==> config.mk <==
export PLATFORM = sky130hd
export DESIGN_NAME = vga_fb_arbiter
export DESIGN_NICKNAME = d
export VERILOG_FILES = /design/src/rtl/vga_fb_arbiter.sv
export SDC_FILE = /design/constraint.sdc
export NUM_CORES = 1
export LEC_CHECK = 0
export ABC_AREA = 1
export CELL_PAD_IN_SITES_DETAIL_PLACEMENT = 0
export CELL_PAD_IN_SITES_GLOBAL_PLACEMENT = 2
export CORE_MARGIN = 2
export CORE_UTILIZATION = 38
export CTS_CLUSTER_DIAMETER = 150
export DETAILED_ROUTE_END_ITERATION = 7
export PLACE_DENSITY = 0.91
export SYNTH_ARGS = -nofsm -noshare
export SYNTH_HDL_FRONTEND = slang
export SYNTH_SLANG_ARGS = --single-unit
==> constraint.sdc <==
create_clock -name clk27 -period 8.2 [get_ports clk27]
set_input_delay 0.82 -clock clk27 [delete_from_list [all_inputs] [get_ports clk27]]
set_output_delay 0.82 -clock clk27 [all_outputs]
set_load 0.01 [all_outputs]
==> src/rtl/vga_fb_arbiter.sv <==
// Frame-buffer SRAM arbiter: credit-limited linear prefetch into a small FIFO for VGA scan-out, writer served in spare slots.
// Pixel latency 1 clock; writer held until wr_ack. Define FB_UNDERFLOW_CNT_EN to add the saturating underflow_cnt output.
module vga_fb_arbiter #(
  parameter int ADDR_W     = 19,
  parameter int PIX_TOTAL  = 307200,
  parameter int RD_LAT     = 2,
  parameter int FIFO_DEPTH = 8
) (
  input  logic              clk27,
  input  logic              rst27_n,
  input  logic              frame_start,
  input  logic              vid_request,
  output logic [9:0]        pix_r,
  output logic [9:0]        pix_g,
  output logic [9:0]        pix_b,
  input  logic              wr_req,
  input  logic [ADDR_W-1:0] wr_addr,
  input  logic [15:0]       wr_data,
  output logic              wr_ack,
  output logic [ADDR_W-1:0] sram_addr,
  output logic [15:0]       sram_wdata,
  output logic              sram_we,
  output logic              sram_rd,
  input  logic [15:0]       sram_rdata,
  output logic              underflow
`ifdef FB_UNDERFLOW_CNT_EN
  ,
  output logic [15:0]       underflow_cnt
`endif
);
  localparam int PTR_W = $clog2(FIFO_DEPTH);
  localparam int CNT_W = PTR_W + 1;
  localparam int LVL_W = CNT_W + 3;
  localparam int RA_W  = ADDR_W + 1;

  typedef enum logic [1:0] {ST_IDLE, ST_READ, ST_WRITE} state_t;

  state_t            r_state, w_next;
  logic [15:0]       r_mem [FIFO_DEPTH];
  logic [PTR_W-1:0]  r_wptr, r_rptr;
  logic [CNT_W-1:0]  r_count;
  logic [RD_LAT-1:0] r_tag;
  logic [RA_W-1:0]   r_rd_addr;
  logic [9:0]        r_pix_r, r_pix_g, r_pix_b;
  logic              r_underflow;
  logic [ADDR_W-1:0] r_sram_addr;
  logic [15:0]       r_sram_wdata;

  logic [LVL_W-1:0]  w_level;
  logic              w_rd_elig, w_urgent, w_empty, w_push, w_pop, w_uf_pop;
  logic [15:0]       w_head;

  // Level counts the slot being issued now plus every read still in the return pipe.
  always_comb begin
    w_level = LVL_W'(r_count) + LVL_W'(r_state == ST_READ);
    for (int i = 0; i < RD_LAT; i++) begin
      w_level = w_level + LVL_W'(r_tag[i]);
    end
  end

  assign w_rd_elig = (w_level < LVL_W'(FIFO_DEPTH)) && (r_rd_addr < RA_W'(PIX_TOTAL));
  assign w_urgent  = w_rd_elig && (w_level < LVL_W'(FIFO_DEPTH / 2));
  assign w_empty   = (r_count == '0);
  assign w_push    = r_tag[RD_LAT-1] && !frame_start;
  assign w_pop     = vid_request && !frame_start && !w_empty;
  assign w_uf_pop  = vid_request && !frame_start && w_empty;
  assign w_head    = r_mem[r_rptr];

  always_ff @(posedge clk27 or negedge rst27_n) begin
    if (!rst27_n) r_state <= ST_IDLE;
    else          r_state <= w_next;
  end

  always_comb begin
    w_next = ST_IDLE;
    if (w_urgent)                          w_next = ST_READ;
    else if (wr_req && r_state != ST_WRITE) w_next = ST_WRITE;
    else if (w_rd_elig)                    w_next = ST_READ;
    if (frame_start && w_next == ST_READ)  w_next = ST_IDLE;
  end

  always_comb begin
    sram_rd = 1'b0;
    sram_we = 1'b0;
    case (r_state)
      ST_READ:  sram_rd = 1'b1;
      ST_WRITE: sram_we = 1'b1;
      default:  ;
    endcase
  end

  assign wr_ack     = sram_we;
  assign sram_addr  = r_sram_addr;
  assign sram_wdata = r_sram_wdata;

  always_ff @(posedge clk27 or negedge rst27_n) begin
    if (!rst27_n) begin
      r_sram_addr  <= '0;
      r_sram_wdata <= '0;
      r_rd_addr    <= '0;
    end else begin
      if (w_next == ST_READ) begin
        r_sram_addr <= r_rd_addr[ADDR_W-1:0];
      end else if (w_next == ST_WRITE) begin
        r_sram_addr  <= wr_addr;
        r_sram_wdata <= wr_data;
      end
      if (frame_start)            r_rd_addr <= '0;
      else if (w_next == ST_READ) r_rd_addr <= r_rd_addr + RA_W'(1);
    end
  end

  // Clearing the tags on frame_start drops any returns still on their way.
  always_ff @(posedge clk27 or negedge rst27_n) begin
    if (!rst27_n) begin
      r_tag <= '0;
    end else if (frame_start) begin
      r_tag <= '0;
    end else begin
      r_tag[0] <= sram_rd;
      for (int i = 1; i < RD_LAT; i++) begin
        r_tag[i] <= r_tag[i-1];
      end
    end
  end

  always_ff @(posedge clk27) begin
    if (w_push) r_mem[r_wptr] <= sram_rdata;
  end

  always_ff @(posedge clk27 or negedge rst27_n) begin
    if (!rst27_n) begin
      r_wptr  <= '0;
      r_rptr  <= '0;
      r_count <= '0;
    end else if (frame_start) begin
      r_wptr  <= '0;
      r_rptr  <= '0;
      r_count <= '0;
    end else begin
      if (w_push) r_wptr <= r_wptr + PTR_W'(1);
      if (w_pop)  r_rptr <= r_rptr + PTR_W'(1);
      r_count <= r_count + CNT_W'(w_push) - CNT_W'(w_pop);
    end
  end

  always_ff @(posedge clk27 or negedge rst27_n) begin
    if (!rst27_n) begin
      r_pix_r     <= '0;
      r_pix_g     <= '0;
      r_pix_b     <= '0;
      r_underflow <= 1'b0;
    end else begin
      if (vid_request) begin
        if (w_pop) begin
          r_pix_r <= {w_head[15:11], w_head[15:11]};
          r_pix_g <= {w_head[10:5],  w_head[10:7]};
          r_pix_b <= {w_head[4:0],   w_head[4:0]};
        end else begin
          r_pix_r <= '0;
          r_pix_g <= '0;
          r_pix_b <= '0;
        end
      end
      if (frame_start)   r_underflow <= 1'b0;
      else if (w_uf_pop) r_underflow <= 1'b1;
    end
  end

  assign pix_r     = r_pix_r;
  assign pix_g     = r_pix_g;
  assign pix_b     = r_pix_b;
  assign underflow = r_underflow;

`ifdef FB_UNDERFLOW_CNT_EN
  logic [15:0] r_uf_cnt;

  always_ff @(posedge clk27 or negedge rst27_n) begin
    if (!rst27_n)                                r_uf_cnt <= '0;
    else if (w_uf_pop && r_uf_cnt != 16'hFFFF) r_uf_cnt <= r_uf_cnt + 16'd1;
  end

  assign underflow_cnt = r_uf_cnt;
`endif

endmodule

==> reports/metrics.yaml <==
final_hold_viol_count: 0
layout-drive-gt1-share_pct: 7.42
port_buffers: 124
grt_max_degree: 67
setup_viol: 0
synth_nets: 982
start_util_pct: 38.4
io_pins: 125
startpoint_type: "flop"
yosysSeqAreaShare_pct: 64.5
end_kind: "flop"
nNetsFinal: 1090
grt_usage_pct: 17.6
insertion_delay_ns: 0.52
rsz0062_at_grt: "false"
swShare_pct: 29.8
clkTransAtPathRegs_ns: 0.06
critPathKind: "reg2reg"
cts_setup_buffers: 0
dp_cells: 1318
status: "complete, no violations"
dp_hpwl_um: 13500
arrival_ns: 4.09
ys_seq_elements: 214
row_count: 57
total_power_uw: 3510
required_ns: 8.58
cts-resized-gates: 0
fin_area_um2: 11600
grt_overflow: 0
cts_hold_buffers: 0
layout_commonest_cell: "nor2_1"
fin_setup_tns_ns: 0
drt-pass1-iter-count: 4
drc: 0
place.gp.congestion: 0.766
finalCritPeriodShare_pct: 45.3
ant_nets: 0
finalCriticalPeriod_ns: 3.71
layout_common_cells: "nor2_1 (200), nand2_1 (140), edfxtp_1 (128), clkdlybuf4s50_1 (123), dfrtp_1 (85)"
ff2ff_setup_slack_ns: 4.49
tightest_slew_ns: 1.02
p_per_area_nw_per_um2: 303
avgSynthCellArea_um2: 10.2
areaGrowthSynthToFinish_pct: 24.5
ir_drop_uv: 162
drt_iter0_drc: 435
core_um2: 24200
power_switching_uw: 1050
hold_class: "in2async"
cap_violations: 0
synth.distinct_cells: 31
syn-cell-area_um2: 9290
dpl-instance-area_um2: 10700
cts_buffers: 24
fill_cells: 2227
async_reset_ff_share_pct: 40.2
die_x_um: 160
clk_root_buffer_cell: "clkbuf_16"
die_area_um2: 25700
via_count: 6577
wirelength_um: 22400
instances_no_fill: 1364
antenna_found_initial: 2
regArea_um2: 6000
htree_levels: 1
viasPerCell: 4.82
seqPwrFrac_pct: 39.0
die_y_um: 160
crit_fanout: 20
p_leak_uw: 0.00462
wl_per_cell_um: 16.5
pwr-share-comb_pct: 28.7
max_freq_mhz: 269
clock_sinks: 214
ys.warnings.count: 0
synthCells: 912
intPower_uw: 2470
slew_headroom_pct: 32.0
clockBufferDepth: 3
hold_ws_ns: 0.315
p_clk_share_pct: 32.3
multi_input_area_um2: 2750
fin_skew_ns: 0.0158
ys.flop_type: "edfxtp_1"
tritoncts: "built"
slew_violations: 0
grt_pass1_wl_um: 35700
grt_pass1_vias: 6601
synth-edff-count: 128
==> area by class of cell <==
class                   instances  share of cell area (%)
diodes                          2                  0.0432
clock buffers                  31                    5.59
clock inverters                13                    1.74
inverters                      61                    1.98
multi-input cells             582                    23.8
flip-flops and latches        214                    51.8
well taps                     324                    3.50
repair buffers                137                    11.5
==> through the flow <==
stage	setup slack [ns]	utilization, %
after detailed placement	4.15	44.3
after CTS	4.41	47.8
after global placement	4.20	44.3
final	4.49	47.9
after global routing	3.98	47.8
after floorplan	5.23	-
==> critical path: stages (launching register included) <==
cell and delay (ns):
dfrtp_1 0.37, nor2_1 0.26, xor2_1 0.18, inv_1 0.05, ha_1 0.17, o21bai_1 0.15, ha_1 0.28, nand3_1 0.09
nand2_1 0.09, nand2_1 0.07, nand2_1 0.05, nor2_1 0.17, nand2_1 0.07, nand2_1 0.06, nand2_1 0.08, ha_1 0.68
inv_1 0.46, o21ai_0 0.19, o21ai_0 0.10
==> power by group through the flow <==
stage               registers [µW]  logic [µW]  clock network (µW)
detailed placement            1390        1020                   0
global placement              1390        1010                   0
finish                        1370        1010                1140
global route                  1390        1120                1210
floorplan                     1430         550                   0
CTS                           1370        1030                1160
==> path summary, 6_finish.rpt <==
| kind | start | to | cells past startpoint |
|---|---|---|---|
| max | r_state[1] | sram_addr[1] | 18 |
| min | rst27_n | sram_addr[14] | 1 |
| max reg2reg | r_state[1] | sram_addr[1] | 18 |
| min reg2reg | sram_addr[4] | sram_addr[4] | 2 |
| max in group asynchronous | rst27_n | r_rptr[0] | 2 |
| min in group clk27 | sram_addr[4] | sram_addr[4] | 2 |
==> kinds of logic (layout without fill, tap and decap cells) <==
logic type	Yosys count	count (layout)	synth area share (%)
buffers and inverters	116	242	5.86
muxes	16	16	1.94
xor gates and xnor gates	3	3	0.283
adders and majority gates	14	14	1.97
DFF	214	214	64.5
and+or+nand+nor	424	424	18.6
other	0	2	0
AOI/OAI and AO/OA	125	125	6.83
==> state kept, by name, indices dropped and copies added (netlist names) <==
signal and count:
sram_addr 19, r_mem 128, r_tag 2, r_rptr 3, r_rd_addr 20, r_wptr 3, pix_b 5, r_count 4
pix_r 5, underflow 1, sram_wdata 16, pix_g 6, r_state 2
==> layer usage <==
| metal | global-route usage [%] | part of all wire, % | routed length [µm] | up-vias |
|---|---|---|---|---|
| met5 | 0 | 0 | 0 | - |
| met4 | 3.44 | 1.4 | 312 | 0 |
| met3 | 2.74 | 3.8 | 842 | 22 |
| met2 | 32.0 | 52 | 11800 | 99 |
| met1 | 22.3 | 43 | 9540 | 3204 |
| li1 | - | - | - | 3252 |
==> synth_stat cells (3+ instances only) <==
master / number / area, µm²
nor3_1: 4 / 20.0
clkbuf_1: 13 / 48.8
inv_2: 3 / 11.3
buf_4: 22 / 165
ha_1: 13 / 163
dfrtp_1: 86 / 2150
nand3_1: 67 / 335
nand2_1: 140 / 526
nand4_1: 6 / 37.5
buf_1: 4 / 15.0
edfxtp_1: 128 / 3840
buf_2: 15 / 75.1
o21ai_0: 79 / 395
a21oi_1: 36 / 180
nor2_1: 200 / 751
a31oi_1: 4 / 25.0
inv_1: 56 / 210
o21ai_1: 4 / 20.0
mux2_2: 16 / 180
(Power assumes the default switching activity.)
